<file path="src/rtl/csi2_axis_pkg.sv">
// Shared types and defaults for the CSI-2 pixel to AXI4-Stream bridge.
// Holds the bridge FSM state type, the default geometry, the derived beat
// width / beats-per-line constants and the FIFO entry side-band layout.
package csi2_axis_pkg;

  typedef enum logic [1:0] {
    IDLE   = 2'd0,
    ACTIVE = 2'd1,
    DROP   = 2'd2
  } state_t;

  localparam int unsigned DEF_DATAWIDTH     = 10;
  localparam int unsigned DEF_NUM_OF_PIXELS = 4;
  localparam int unsigned DEF_H_RES         = 1920;
  localparam int unsigned DEF_V_RES         = 1080;
  localparam int unsigned DEF_FIFO_DEPTH    = 16;

  localparam int unsigned W       = DEF_DATAWIDTH * DEF_NUM_OF_PIXELS;
  localparam int unsigned BEATS   = DEF_H_RES / DEF_NUM_OF_PIXELS;
  localparam int unsigned FIFO_AW = $clog2(DEF_FIFO_DEPTH);

  // Side-band bits stored above the pixel data in every FIFO entry,
  // giving an entry layout of {tuser, tlast, data}.
  typedef struct packed {
    logic tuser;
    logic tlast;
  } entry_tag_t;

  function automatic int unsigned beats_per_line(int unsigned h_res, int unsigned npix);
    return h_res / npix;
  endfunction

endpackage

</file>
<file path="src/rtl/csi2_axis_fifo.sv">
// Synchronous first-word-fall-through FIFO.
// The head entry is visible on data_o whenever empty_o is low, so a word
// pushed in cycle N is readable in cycle N+1. Push and pop in the same
// cycle are both accepted even when full; a push into a full FIFO without
// a pop is ignored.
// Ports:
//   clk_i, rst_ni   clock, asynchronous active-low reset
//   push_i, data_i  write request and entry
//   pop_i           remove the head entry (ignored when empty)
//   data_o          head entry
//   empty_o, full_o level flags
module csi2_axis_fifo #(
  parameter int unsigned g_WIDTH = 42,
  parameter int unsigned g_DEPTH = 16
) (
  input  logic               clk_i,
  input  logic               rst_ni,
  input  logic               push_i,
  input  logic [g_WIDTH-1:0] data_i,
  input  logic               pop_i,
  output logic [g_WIDTH-1:0] data_o,
  output logic               empty_o,
  output logic               full_o
);

  localparam int unsigned AW = $clog2(g_DEPTH);
  localparam logic [AW:0] FULL_LEVEL = g_DEPTH[AW:0];

  logic [g_WIDTH-1:0] mem_q [g_DEPTH];
  logic [AW-1:0]      wr_ptr_q;
  logic [AW-1:0]      rd_ptr_q;
  logic [AW:0]        level_q;
  logic               do_push;
  logic               do_pop;

  assign empty_o = (level_q == '0);
  assign full_o  = (level_q == FULL_LEVEL);
  assign do_pop  = pop_i && !empty_o;
  // A pop in the same cycle frees the slot, so a full FIFO still accepts.
  assign do_push = push_i && (!full_o || do_pop);
  assign data_o  = mem_q[rd_ptr_q];

  // Storage, pointers and fill level; pointers wrap naturally (depth is a power of 2).
  always_ff @(posedge clk_i or negedge rst_ni) begin
    if (!rst_ni) begin
      for (int i = 0; i < int'(g_DEPTH); i++) begin
        mem_q[i] <= '0;
      end
      wr_ptr_q <= '0;
      rd_ptr_q <= '0;
      level_q  <= '0;
    end else begin
      if (do_push) begin
        mem_q[wr_ptr_q] <= data_i;
        wr_ptr_q        <= wr_ptr_q + 1'b1;
      end
      if (do_pop) begin
        rd_ptr_q <= rd_ptr_q + 1'b1;
      end
      if (do_push && !do_pop) begin
        level_q <= level_q + 1'b1;
      end else if (do_pop && !do_push) begin
        level_q <= level_q - 1'b1;
      end
    end
  end

endmodule

</file>
<file path="src/rtl/csi2_pixel_to_axis.sv">
// CSI-2 decoder pixel output to AXI4-Stream video master.
// Captures 4-pixel beats while frame and line are valid, delays each beat
// by one in a hold register so the last beat of a line can be tagged with
// TLAST, and buffers beats in a FIFO because the decoder cannot be stalled.
// An overflow drops the rest of the frame until the next frame start.
// Line length and line count are checked and reported on frame_err_o.
// Ports:
//   PARALLEL_CLOCK_I, RESET_n_I            clock, asynchronous active-low reset
//   data_in_i, frame_start_i, frame_end_i,
//   frame_valid_i, line_valid_i            decoder side
//   m_axis_tdata_o/tvalid_o/tready_i/
//   tuser_o/tlast_o                        AXI4-Stream master (TUSER=SOF, TLAST=EOL)
//   overflow_o                             sticky, cleared by the next frame start
//   frame_err_o                            1-cycle geometry error pulse
//   line_count_o                           lines completed in the current frame
module csi2_pixel_to_axis
  import csi2_axis_pkg::*;
#(
  parameter int unsigned g_DATAWIDTH     = 10,
  parameter int unsigned g_NUM_OF_PIXELS = 4,
  parameter int unsigned g_H_RES         = 1920,
  parameter int unsigned g_V_RES         = 1080,
  parameter int unsigned g_FIFO_DEPTH    = 16
) (
  input  logic                                   PARALLEL_CLOCK_I,
  input  logic                                   RESET_n_I,
  input  logic [g_DATAWIDTH*g_NUM_OF_PIXELS-1:0] data_in_i,
  input  logic                                   frame_start_i,
  input  logic                                   frame_end_i,
  input  logic                                   frame_valid_i,
  input  logic                                   line_valid_i,
  output logic [g_DATAWIDTH*g_NUM_OF_PIXELS-1:0] m_axis_tdata_o,
  output logic                                   m_axis_tvalid_o,
  input  logic                                   m_axis_tready_i,
  output logic                                   m_axis_tuser_o,
  output logic                                   m_axis_tlast_o,
  output logic                                   overflow_o,
  output logic                                   frame_err_o,
  output logic [15:0]                            line_count_o
);

  localparam int unsigned BEAT_W       = g_DATAWIDTH * g_NUM_OF_PIXELS;
  localparam logic [15:0] LINE_BEATS_C = 16'(beats_per_line(g_H_RES, g_NUM_OF_PIXELS));
  localparam logic [15:0] BEAT_SAT_C   = LINE_BEATS_C + 16'd1;
  localparam logic [15:0] V_RES_C      = 16'(g_V_RES);

  state_t              state_q, state_d;
  logic [BEAT_W-1:0]   hold_data_q, hold_data_d;
  logic                hold_vld_q, hold_vld_d;
  logic                hold_user_q, hold_user_d;
  logic                first_q, first_d;
  logic [15:0]         beat_cnt_q, beat_cnt_d;
  logic [15:0]         line_cnt_q, line_cnt_d;
  logic                ovf_q, ovf_d;
  logic                err_q, err_d;

  logic                beat;
  logic                push;
  logic                pop;
  entry_tag_t          push_tag;
  entry_tag_t          out_tag;
  logic                fifo_full;
  logic                fifo_empty;
  logic [BEAT_W+1:0]   fifo_dout;

  assign pop = !fifo_empty && m_axis_tready_i;

  // Next-state logic: hold-register forwarding, counters, checks and FSM.
  always_comb begin
    state_d        = state_q;
    hold_data_d    = hold_data_q;
    hold_vld_d     = hold_vld_q;
    hold_user_d    = hold_user_q;
    first_d        = first_q;
    beat_cnt_d     = beat_cnt_q;
    line_cnt_d     = line_cnt_q;
    ovf_d          = ovf_q;
    err_d          = 1'b0;
    push           = 1'b0;
    push_tag.tuser = hold_user_q;
    push_tag.tlast = 1'b0;

    // A frame start opens capture in the same cycle, so its beat is taken.
    beat = ((state_q == ACTIVE) || frame_start_i) && line_valid_i && frame_valid_i;

    // The held beat leaves whenever something happens after it; it closes
    // the line unless the same line continues with a new beat.
    if (hold_vld_q) begin
      push           = 1'b1;
      push_tag.tlast = !beat || frame_start_i;
    end

    if (push && push_tag.tlast) begin
      beat_cnt_d = '0;
      line_cnt_d = line_cnt_q + 16'd1;
      if (beat_cnt_q != LINE_BEATS_C) begin
        err_d = 1'b1;
      end
    end

    if (frame_start_i) begin
      if (state_q == ACTIVE) begin
        err_d = 1'b1;
      end
      state_d    = ACTIVE;
      ovf_d      = 1'b0;
      first_d    = 1'b1;
      beat_cnt_d = '0;
      line_cnt_d = '0;
    end else if ((state_q == ACTIVE) && frame_end_i) begin
      // line_cnt_d already includes a line closed in this same cycle.
      if (line_cnt_d != V_RES_C) begin
        err_d = 1'b1;
      end
      line_cnt_d = '0;
      state_d    = IDLE;
    end

    if (beat) begin
      hold_data_d = data_in_i;
      hold_vld_d  = 1'b1;
      hold_user_d = first_d;
      first_d     = 1'b0;
      if (beat_cnt_d != BEAT_SAT_C) begin
        beat_cnt_d = beat_cnt_d + 16'd1;
      end
    end else if (push) begin
      hold_vld_d = 1'b0;
    end

    // The FIFO discards this push; give up on the rest of the frame.
    if (push && fifo_full && !pop) begin
      ovf_d      = 1'b1;
      state_d    = DROP;
      hold_vld_d = 1'b0;
    end
  end

  // State and pipeline registers.
  always_ff @(posedge PARALLEL_CLOCK_I or negedge RESET_n_I) begin
    if (!RESET_n_I) begin
      state_q     <= IDLE;
      hold_data_q <= '0;
      hold_vld_q  <= 1'b0;
      hold_user_q <= 1'b0;
      first_q     <= 1'b0;
      beat_cnt_q  <= '0;
      line_cnt_q  <= '0;
      ovf_q       <= 1'b0;
      err_q       <= 1'b0;
    end else begin
      state_q     <= state_d;
      hold_data_q <= hold_data_d;
      hold_vld_q  <= hold_vld_d;
      hold_user_q <= hold_user_d;
      first_q     <= first_d;
      beat_cnt_q  <= beat_cnt_d;
      line_cnt_q  <= line_cnt_d;
      ovf_q       <= ovf_d;
      err_q       <= err_d;
    end
  end

  csi2_axis_fifo #(
    .g_WIDTH (BEAT_W + 2),
    .g_DEPTH (g_FIFO_DEPTH)
  ) u_fifo (
    .clk_i   (PARALLEL_CLOCK_I),
    .rst_ni  (RESET_n_I),
    .push_i  (push),
    .data_i  ({push_tag, hold_data_q}),
    .pop_i   (pop),
    .data_o  (fifo_dout),
    .empty_o (fifo_empty),
    .full_o  (fifo_full)
  );

  assign out_tag         = fifo_dout[BEAT_W +: 2];
  assign m_axis_tdata_o  = fifo_dout[BEAT_W-1:0];
  assign m_axis_tuser_o  = out_tag.tuser;
  assign m_axis_tlast_o  = out_tag.tlast;
  assign m_axis_tvalid_o = !fifo_empty;
  assign overflow_o      = ovf_q;
  assign frame_err_o     = err_q;
  assign line_count_o    = line_cnt_q;

endmodule

</file>
<file path="config.mk">
export PLATFORM = sky130hd
export DESIGN_NAME = csi2_pixel_to_axis
export DESIGN_NICKNAME = d
export VERILOG_FILES = /design/src/rtl/csi2_axis_pkg.sv /design/src/rtl/csi2_axis_fifo.sv /design/src/rtl/csi2_pixel_to_axis.sv
export SDC_FILE = /design/constraint.sdc
export NUM_CORES = 1
export LEC_CHECK = 0
export ABC_AREA = 1
export BUFFER_PORTS_ARGS = -buffer_cell sky130_fd_sc_hd__buf_2
export CELL_PAD_IN_SITES_DETAIL_PLACEMENT = 0
export CELL_PAD_IN_SITES_GLOBAL_PLACEMENT = 2
export CORE_MARGIN = 2
export CORE_UTILIZATION = 39
export CTS_CLUSTER_DIAMETER = 60
export DETAILED_ROUTE_END_ITERATION = 10
export PLACE_DENSITY_LB_ADDON = 0.1
export SYNTH_ARGS = -nofsm -noshare
export SYNTH_HDL_FRONTEND = slang
export SYNTH_SLANG_ARGS = --single-unit
</file>
<file path="constraint.sdc">
create_clock -name PARALLEL_CLOCK_I -period 3.8 [get_ports PARALLEL_CLOCK_I]
set_input_delay 0.57 -clock PARALLEL_CLOCK_I [delete_from_list [all_inputs] [get_ports PARALLEL_CLOCK_I]]
set_output_delay 0.57 -clock PARALLEL_CLOCK_I [all_outputs]
set_load 0.005 [all_outputs]
</file>
Word-level counts from Yosys, hierarchy flattened. Cells that the tools add are included.

Add/subtract/negate cells: 6. Magnitude comparators: 3. Eq/ne operators: 5. Muxes and demuxes: 33. Bitwise gates (word level): 2. Reduce and logical (&&, ||, !) cells: 26.

Operators by type and width (count): 672-bit bitwise mux (1); 42-bit binary-select mux with 4-bit select (1); 42-bit demux with 4-bit select (1); 42-bit 2-to-1 mux (3); 16-bit 2-to-1 mux (7); 16-bit by 1-bit adder with 16-bit output (second input constant) (2); 16-bit by 9-bit inequality test with 1-bit output (second input constant) (2); 16-bit by 11-bit inequality test with 1-bit output (second input constant) (1); 1-bit 2-to-1 mux (15); 1-bit logical AND (12); 5-bit greater-or-equal comparator (second input constant) (2); 5-bit 2-to-1 mux (2); 4-bit NOT with 5-bit output (2); 4-bit by 1-bit adder with 4-bit output (second input constant) (2); 1-bit logical NOT (6); 2-bit 2-to-1 mux (3); 3-bit nonzero test (2); 5-bit by 1-bit adder with 5-bit output (second input constant) (1); 5-bit == test (second input constant) (1); 5-bit logical NOT (1); 5-bit by 1-bit < comparator with 1-bit output (second input constant) (1); 5-bit by 1-bit subtractor with 5-bit output (second input constant) (1); 2-bit nonzero test (2); 1-bit logical OR (3); 2-bit by 1-bit == test with 1-bit output (second input constant) (1).

Bits in registers: 764. Output and inout bits: 61. Word-level logic and storage cells: 103.

Depth between registers and ports, before layout. Gate-level depths: netlist (run 1).

Depth in word-level cells: 13. Gate-level depth with buffers: 17.

Cells and area by module. Synthesis (run 1) repeated with hierarchy kept, for this count alone.

Cells, all modules: 5785. Area, all modules: 41225.8 µm².

Modules (own cells, without submodules): csi2_axis_fifo (times used 1, cells an instance 5219, area each 37096.8 µm², seq. area each 17141.4 µm²); csi2_pixel_to_axis (times used 1, cells an instance 566, area each 4129.0 µm², seq. area each 1976.9 µm²).

Least setup slack after synthesis (run 1). No wires, ideal clock.

Path type: register -> register. Start: register u_fifo.level_q[1]. End: register u_fifo.level_q[4]. Library setup time: 0.125 ns. Data arrival time: 2.559 ns. Data required time: 3.675 ns. Setup slack: 1.116 ns. Stages on the path, launching flop included: 18. Path buffers: 1. Cell sequence: dfrtp_1 -> nor4_4 -> nand2_2 -> nand2_4 -> nand3_2 -> nand2_4 -> inv_4 -> buf_8 -> ha_1 -> inv_1 -> ha_1 -> nand2_1 -> nor2_1 -> a211oi_1 -> nand2_1 -> nand2_1 -> nor2_1 -> xor2_1.

Longest elaborated chain between the ends: 9.

Ends and longest elaborated chain: start, declared (line csi2_axis_fifo.sv:32) `logic [AW:0] level_q;`; start signal, assigned (line csi2_axis_fifo.sv:61) `level_q <= level_q + 1'b1;`; start signal, assigned (line csi2_axis_fifo.sv:63) `level_q <= level_q - 1'b1;`; 5-bit logical NOT (*) (line csi2_axis_fifo.sv:36) `assign empty_o = (level_q == '0);`; 1-bit logical NOT (*); net m_axis_tvalid_o (line csi2_pixel_to_axis.sv:33) `output logic m_axis_tvalid_o,`; 1-bit logical AND (line csi2_pixel_to_axis.sv:66) `assign pop = !fifo_empty && m_axis_tready_i;`; 1-bit logical AND (*) (line csi2_axis_fifo.sv:38) `assign do_pop = pop_i && !empty_o;`; 1-bit logical OR (*) (line csi2_axis_fifo.sv:40) `assign do_push = push_i && (!full_o || do_pop);`; 1-bit logical AND (*) (line csi2_axis_fifo.sv:40); net u_fifo.do_push (line csi2_axis_fifo.sv:33) `logic do_push;`; 1-bit logical NOT (line csi2_axis_fifo.sv:62) `end else if (do_pop && !do_push) begin`; 1-bit logical AND (line csi2_axis_fifo.sv:62); 2-bit nonzero test (no source line).

The timed path passes the listed nets; every way through them passes the cells marked *. The select of a mux whose other input is x is not followed. A chain may end at the register's enable or synchronous reset.

Worst setup path in the final report (run 1).
Start: register u_fifo.rd_ptr_q[1]. End: output port m_axis_tdata_o[32].

Longest elaborated chain between the ends: 4.

Ends and longest elaborated chain: start, declared (line csi2_axis_fifo.sv:31) `logic [AW-1:0] rd_ptr_q;`; start signal, assigned (line csi2_axis_fifo.sv:58) `rd_ptr_q <= rd_ptr_q + 1'b1;`; 4-bit NOT with 5-bit output (implied by the code) (line csi2_axis_fifo.sv:41) `assign data_o = mem_q[rd_ptr_q];`; 42-bit binary-select mux with 4-bit select (line csi2_axis_fifo.sv:41); 42-bit 2-to-1 mux (implied by the code) (2 in a row) (line csi2_axis_fifo.sv:41); end, declared (line csi2_pixel_to_axis.sv:32) `output logic [g_DATAWIDTH*g_NUM_OF_PIXELS-1:0] m_axis_tdata_o,`.

No other way between the ends. The select of a mux whose other input is x is not followed.

==> results of run 1 <==
## power groups by stage
stage | clock network, mW | logic, mW | registers, mW
2_1_floorplan | 0 | 7.74 | 12.3
3_3_place_gp | 0 | 11.2 | 12.9
3_5_place_dp | 0 | 11.4 | 13.0
4_1_cts | 9.35 | 11.4 | 12.9
5_1_grt | 9.72 | 12.8 | 13.3
6_report | 9.15 | 11.3 | 12.9
## through the flow
stage	power (mW)	cell area, sq um	hold WS [ns]
6_report	33.4	39100	0.00969
3_3_place_gp	24.0	36000	0.460
4_1_cts	33.6	39100	0.0175
2_1_floorplan	20.1	34700	0.274
5_1_grt	35.7	39100	0.0582
3_5_place_dp	24.4	36000	0.468
## synthesized netlist by cell type, types with 24 or more instances
library cell  count  area share
buf_6            36       0.012
o21ai_1          24      0.0035
o21ai_0         876        0.13
mux2i_1         126       0.036
o211ai_1         30      0.0065
o221ai_1        126       0.032
dfrtp_1         764        0.55
nand3_1          77       0.011
o32ai_1          30      0.0076
clkbuf_1        186       0.020
inv_1            95       0.010
buf_2            74       0.011
nand2_1         916       0.099
nor2_1          341       0.037
## flip-flops by register name, indices dropped and copies added (netlist names)
name / flops
overflow_o: 1
u_fifo.mem_q: 672
hold_data_q: 40
hold_vld_q: 1
state_q: 2
beat_cnt_q: 16
hold_user_q: 1
u_fifo.wr_ptr_q: 4
first_q: 1
u_fifo.rd_ptr_q: 4
u_fifo.level_q: 5
line_count_o: 16
frame_err_o: 1
## routing by layer
metal | global-route usage | routed length, um
met1 | 0.353 | 51800
met5 | 0 | 40
met2 | 0.382 | 49300
met3 | 0.0375 | 6520
met4 | 0.0582 | 2010
## logic make-up (layout without fill, tap and decap cells)
family                   after synthesis  after routing
multiplexers                         127            127
buffers and inverters                428            446
adder cells (fa/ha/maj)               13             13
other                                  0              3
XOR/XNOR                              20             20
AO/OA/AOI/OAI                       1122           1122
flip-flops                           764            764
AND/OR/NAND/NOR                     1391           1391
## cell type report
type / count / area share
flip-flops and latches: 764 / 0.489
multi-input cells: 2673 / 0.346
clock buffers: 128 / 0.0679
repair buffers: 182 / 0.0376
well taps: 1165 / 0.0372
clock inverters: 38 / 0.0131
inverters: 98 / 0.00962
diodes: 3 / 0.000192
## critical path, delay by kind of cell, from the launching register on
family | cells | cell delay (ns)
AOI/OAI and AO/OA | 3 | 0.48
buffers and inverters | 3 | 0.65
DFF | 1 | 0.99
and+or+nand+nor | 1 | 0.10
## path summary, 6_finish.rpt
kind                                                     end  slack [ns]  cells after the start
max reg2reg                    u_fifo.level_q[4]$_DFFE_PN0P_        0.75                     16
max                                       m_axis_tdata_o[32]        0.30                      7
min                            u_fifo.mem_q[633]$_DFFE_PN0P_        0.01                      1
min reg2reg                    u_fifo.mem_q[571]$_DFFE_PN0P_        0.48                      2
max in group asynchronous      u_fifo.mem_q[401]$_DFFE_PN0P_        2.65                      3
min in group PARALLEL_CLOCK_I     hold_data_q[8]$_DFFE_PN0N_        0.14                      3
==> run metrics, run 1 <==
GRT Util Overall 0.243; Mapped Nets between 3,000 and 4,000; Post-Synth Simple-Gate Area 0.159; sequential cell area 19,100 sq um; CTS Buf Count 90; crit-path max FO 63; Final Setup Violations 0; Final Skew 0.0226 ns; clock tree sinks 764; WL/cell 21.7 um; routability cong. just over 0.8; crit path DAT between 2 and 3 ns; total grt overflow 0; Layout Utilization 0.444; cts hold-fix bufs 0; asr flop ratio synth 1.00; Switching Share 0.377; core footprint 88,200 sq um; total internal power 20.8 mW; most frequent cells in the layout nand2_1 (907), o21ai_0 (876), dfrtp_1 (760); CTS tree yes; largest net degree at the start of global routing between 150 and 200; vias in the first global route 27,300; Routed WL 110,000 um; Post-Syn Instances 3,865; Placed Cells 4,882; Top cell by count, worst path buf_12; worst-skew pair later-pin latency 0.64 ns; CP max stage cell dfrtp_4; Clock Path Buffers 3; CTS root buffer clkbuf_16; post-layout net count a little under 4,000; I/O Buffers roughly 110; synth warn 0; fin crit share 0.920; initial core utilization 0.393; largest family of logic cells by synthesized area compound AO/OA/AOI/OAI gates; first-pass GRT wire length 170,000 um; Slew Viols, Final 0; vias per cell 5.48; die height 302 um; H-Tree Level Count 3; distinct cell type count after synthesis 41; Pre-antenna DRT Iters 8; crit end category primary output; most common cell after layout, fill and taps aside nand2_1; # fillers 8,548; Setup WS post-layout about 0.30 ns; Sequential Power Share 0.387; Highest Clock Rate around 0.29 GHz; crit path from u_fifo.rd_ptr_q[1]$_DFFE_PN0P_; Top FF cell, synth dfrtp_1; die area approximately 91,000 sq um; # IOs 108; setup bufs post-CTS 0; Worst slew margin 0.284; DR vias 27,700; NetSw 12.6 mW; mux cell area share after synthesis 0.0367; status finished clean; slowest stage delay, CP between 0.9 and 1 ns; Post-route DRC 0; peak supply drop roughly 800 uV; Critical Path Source Type flop; Post-Synth Adder-Cell Area 0.00491; worst endpoint required time 3.23 ns; slew of the pin with the lowest slew margin 1.07 ns; Yosys reg bits 764; Resized cells post-CTS 0; pre-CTS setup slack 0.721 ns; Worst-path clk slew 0.06 ns; RR Startpoint u_fifo.level_q[1]$_DFFE_PN0P_; Syn Area/Cell 8.97 sq um; die width 302 um; Power Dens Cells 852 nW/um^2; share of cells above drive strength 1 0.0973; post-synthesis compound-gate area fraction 0.183; Routed Antenna Nets 0; Final Hold Viols 0; number of synthesized flops with an enable pin 0; dpl hpwl 62,000 um; initial antenna violation count 8; area of the multi-input gates 13,500 sq um; cells along the critical path buf_12 -> buf_12 -> o21ai_0 -> o22ai_1 -> o221ai_1 -> nand2_1 -> buf_2; sequential-to-total area share from yosys stat 0.552; Gate power share 0.339; Area Growth Syn to Fin 12.9%; Period minus WS final 3.50 ns; Setup TNS 0 ns; Crit Path Class flop to primary output; Starting DRT DRC Count 2,584; unrepaired setup endpoints after global routing no; Clock Power Share 0.274; leakage 18.1 nW; Worst Hold Class input pin to async pin; Non-Filler Instances 5,051; Cell Rows 109; cell area after synthesis 34,700 sq um; total of max-cap violations 0; xor and xnor area share after synthesis 0.00505
(Power assumes the default switching activity.)
==> inputs of run 2 (changes only) <==
--- a/config.mk
+++ b/config.mk
@@ -13,7 +13,7 @@
 export CORE_UTILIZATION = 39
 export CTS_CLUSTER_DIAMETER = 60
 export DETAILED_ROUTE_END_ITERATION = 10
-export PLACE_DENSITY_LB_ADDON = 0.1
+export PLACE_DENSITY_LB_ADDON = 0.15
 export SYNTH_ARGS = -nofsm -noshare
 export SYNTH_HDL_FRONTEND = slang
 export SYNTH_SLANG_ARGS = --single-unit
==> run metrics, run 2 (synthesis results as in run 1) <==
routability cong. 0.817 (+0.23%); post-layout net count 3,866 (-0.078%); total of max-cap violations 0 (unchanged); fin crit share 0.959 (+0.0393); Setup TNS 0 ns (unchanged); CTS Buf Count 92 (+2.2%); worst-skew pair later-pin latency 0.66 ns (+0.02 ns); Non-Filler Instances 5,047 (-0.079%); Critical Path Source Type flop; Starting DRT DRC Count 2,692 (+4.2%); Final Skew 0.0347 ns (+0.0121 ns); worst reg-to-reg setup slack 0.75 ns (about the same); Worst slew margin 0.265 (-0.0190); WL/cell 21.4 um (-1.5%); # fillers 8,420 (-1.5%); slew of the pin with the lowest slew margin 1.10 ns (+0.0284 ns); Cell Rows 109 (unchanged); Power Dens Cells 857 nW/um^2 (+0.53%); dpl hpwl 60,900 um (-1.8%); vias per cell 5.53 (+0.87%); Highest Clock Rate 0.274 GHz (-4.1%); Slew Viols, Final 0 (unchanged); most common cell after layout, fill and taps aside nand2_1; RR Endpoint u_fifo.level_q[4]$_DFFE_PN0P_; GRT Util Overall 0.238 (-0.00504); Min Hold Slack -0.0198 ns (-0.0295 ns); die area 91,300 sq um (unchanged); total grt overflow 0 (unchanged); largest net degree at the start of global routing 97 (-43%); Period minus WS final 3.64 ns (+0.149 ns); Worst Hold Class input pin to async pin; status finished with violations; dpl cell area 35,900 sq um (about the same); die height 302 um (unchanged); leakage 18.1 nW (about the same); Crit Path Class flop to primary output; worst r2r path cells 15 (-1); peak supply drop 515 uV (-35%); Pre-antenna DRT Iters 5 (-3); I/O Buffers 107 (unchanged); post-route cell area 39,200 sq um (+0.16%); Post-route DRC 0 (unchanged); vias in the first global route 27,400 (+0.52%); clock tree sinks 764 (unchanged); Final Hold Viols 6 (+6); most frequent cells in the layout nand2_1 (907), o21ai_0 (876), dfrtp_1 (760); initial antenna violation count 7 (-1); largest register by flop count u_fifo.mem_q; crit-path max FO 52 (-17%); Final Setup Violations 0 (unchanged); crit path DAT 3.07 ns (+0.14 ns); # IOs 108 (unchanged); die width 302 um (unchanged); Clock Path Buffers 3 (unchanged); worst endpoint required time 3.23 ns (about the same); Worst-path clk slew 0.06 ns (about the same); failing checks hold timing; first-pass GRT wire length 166,000 um (-1.9%); H-Tree Level Count 3 (unchanged); Area Growth Syn to Fin 13.1%; Largest regs u_fifo.mem_q: 672 flops, hold_data_q: 40 flops; core footprint 88,200 sq um (unchanged); share of cells above drive strength 1 0.0954 (-0.00199); DR vias 27,900 (+0.79%); CTS tree yes; crit end category primary output; number of flip-flops in the largest register 672 (unchanged); Routed Antenna Nets 0 (unchanged); Placed Cells 4,877 (-0.10%); CTS root buffer clkbuf_16; RR Startpoint u_fifo.level_q[1]$_DFFE_PN0P_; unrepaired setup endpoints after global routing no; Layout Utilization 0.444 (+0.000724); initial core utilization 0.393 (unchanged); Routed WL 108,000 um (-1.6%); setup bufs post-CTS 0 (unchanged)
[run 2: report_power, final]
part | switching [mW] | total (mW) | internal (mW) | leakage, nW
registers | 1.77 | 12.9 | 11.1 | 10.1
clock network | 3.53 | 9.38 | 5.85 | 1.59
logic | 7.24 | 11.3 | 4.10 | 6.41
total | 12.5 | 33.6 | 21.1 | 18.1
[run 2: stage by stage]
step           power [mW]  setup WS (ns)
6_report             33.6          0.156
5_1_grt              35.9         0.0166
4_1_cts              33.9         0.0369
3_5_place_dp         24.4          0.680
3_3_place_gp         24.0          0.686
2_1_floorplan        20.1           1.12
[run 2: final cells by class]
type | instances | area, sq um | area share
Multi-Input combinational cell | 2673 | 13500 | 0.345
Inverter | 98 | 377 | 0.00961
Timing Repair Buffer | 177 | 1450 | 0.0371
Clock buffer | 130 | 2680 | 0.0683
Antenna cell | 2 | 5.00 | 0.000128
Tap cell | 1165 | 1460 | 0.0372
Clock inverter | 38 | 574 | 0.0146
Sequential cell | 764 | 19100 | 0.488
[run 2: worst max-delay path, cell delays in order, from the launching register on]
cell	delay, ns
dfrtp_4	0.66
inv_6	0.52
buf_4	0.45
nor2_1	0.09
o221ai_1	0.22
o211ai_1	0.13
nand2_1	0.17
buf_2	0.13
[run 2: how the worst max path moves through the flow]
stage,start,end,slack (ns),depth (start not counted)
6_report,u_fifo.rd_ptr_q[0]$_DFFE_PN0P_,m_axis_tdata_o[8],0.16,7
5_1_grt,u_fifo.rd_ptr_q[0]$_DFFE_PN0P_,m_axis_tdata_o[8],0.02,7
4_1_cts,u_fifo.rd_ptr_q[0]$_DFFE_PN0P_,m_axis_tdata_o[28],0.04,6
3_5_place_dp,m_axis_tready_i,u_fifo.level_q[4]$_DFFE_PN0P_,0.68,15
3_3_place_gp,m_axis_tready_i,u_fifo.level_q[4]$_DFFE_PN0P_,0.69,15
2_1_floorplan,u_fifo.level_q[1]$_DFFE_PN0P_,u_fifo.level_q[4]$_DFFE_PN0P_,1.12,17
[run 2: repair_timing]
action                                  CTS  global route
hold buffers                              0             0
endpoints found under the setup margin    0             7
gates resized for setup                   0             2
[run 2: layer usage]
metal  GRT usage  share of wire  vias up
met4      0.0625          0.023        8
li1            -              -    13000
met5           0        0.00053        -
met3      0.0423          0.057      148
met1       0.345           0.47    13900
met2       0.369           0.45      811
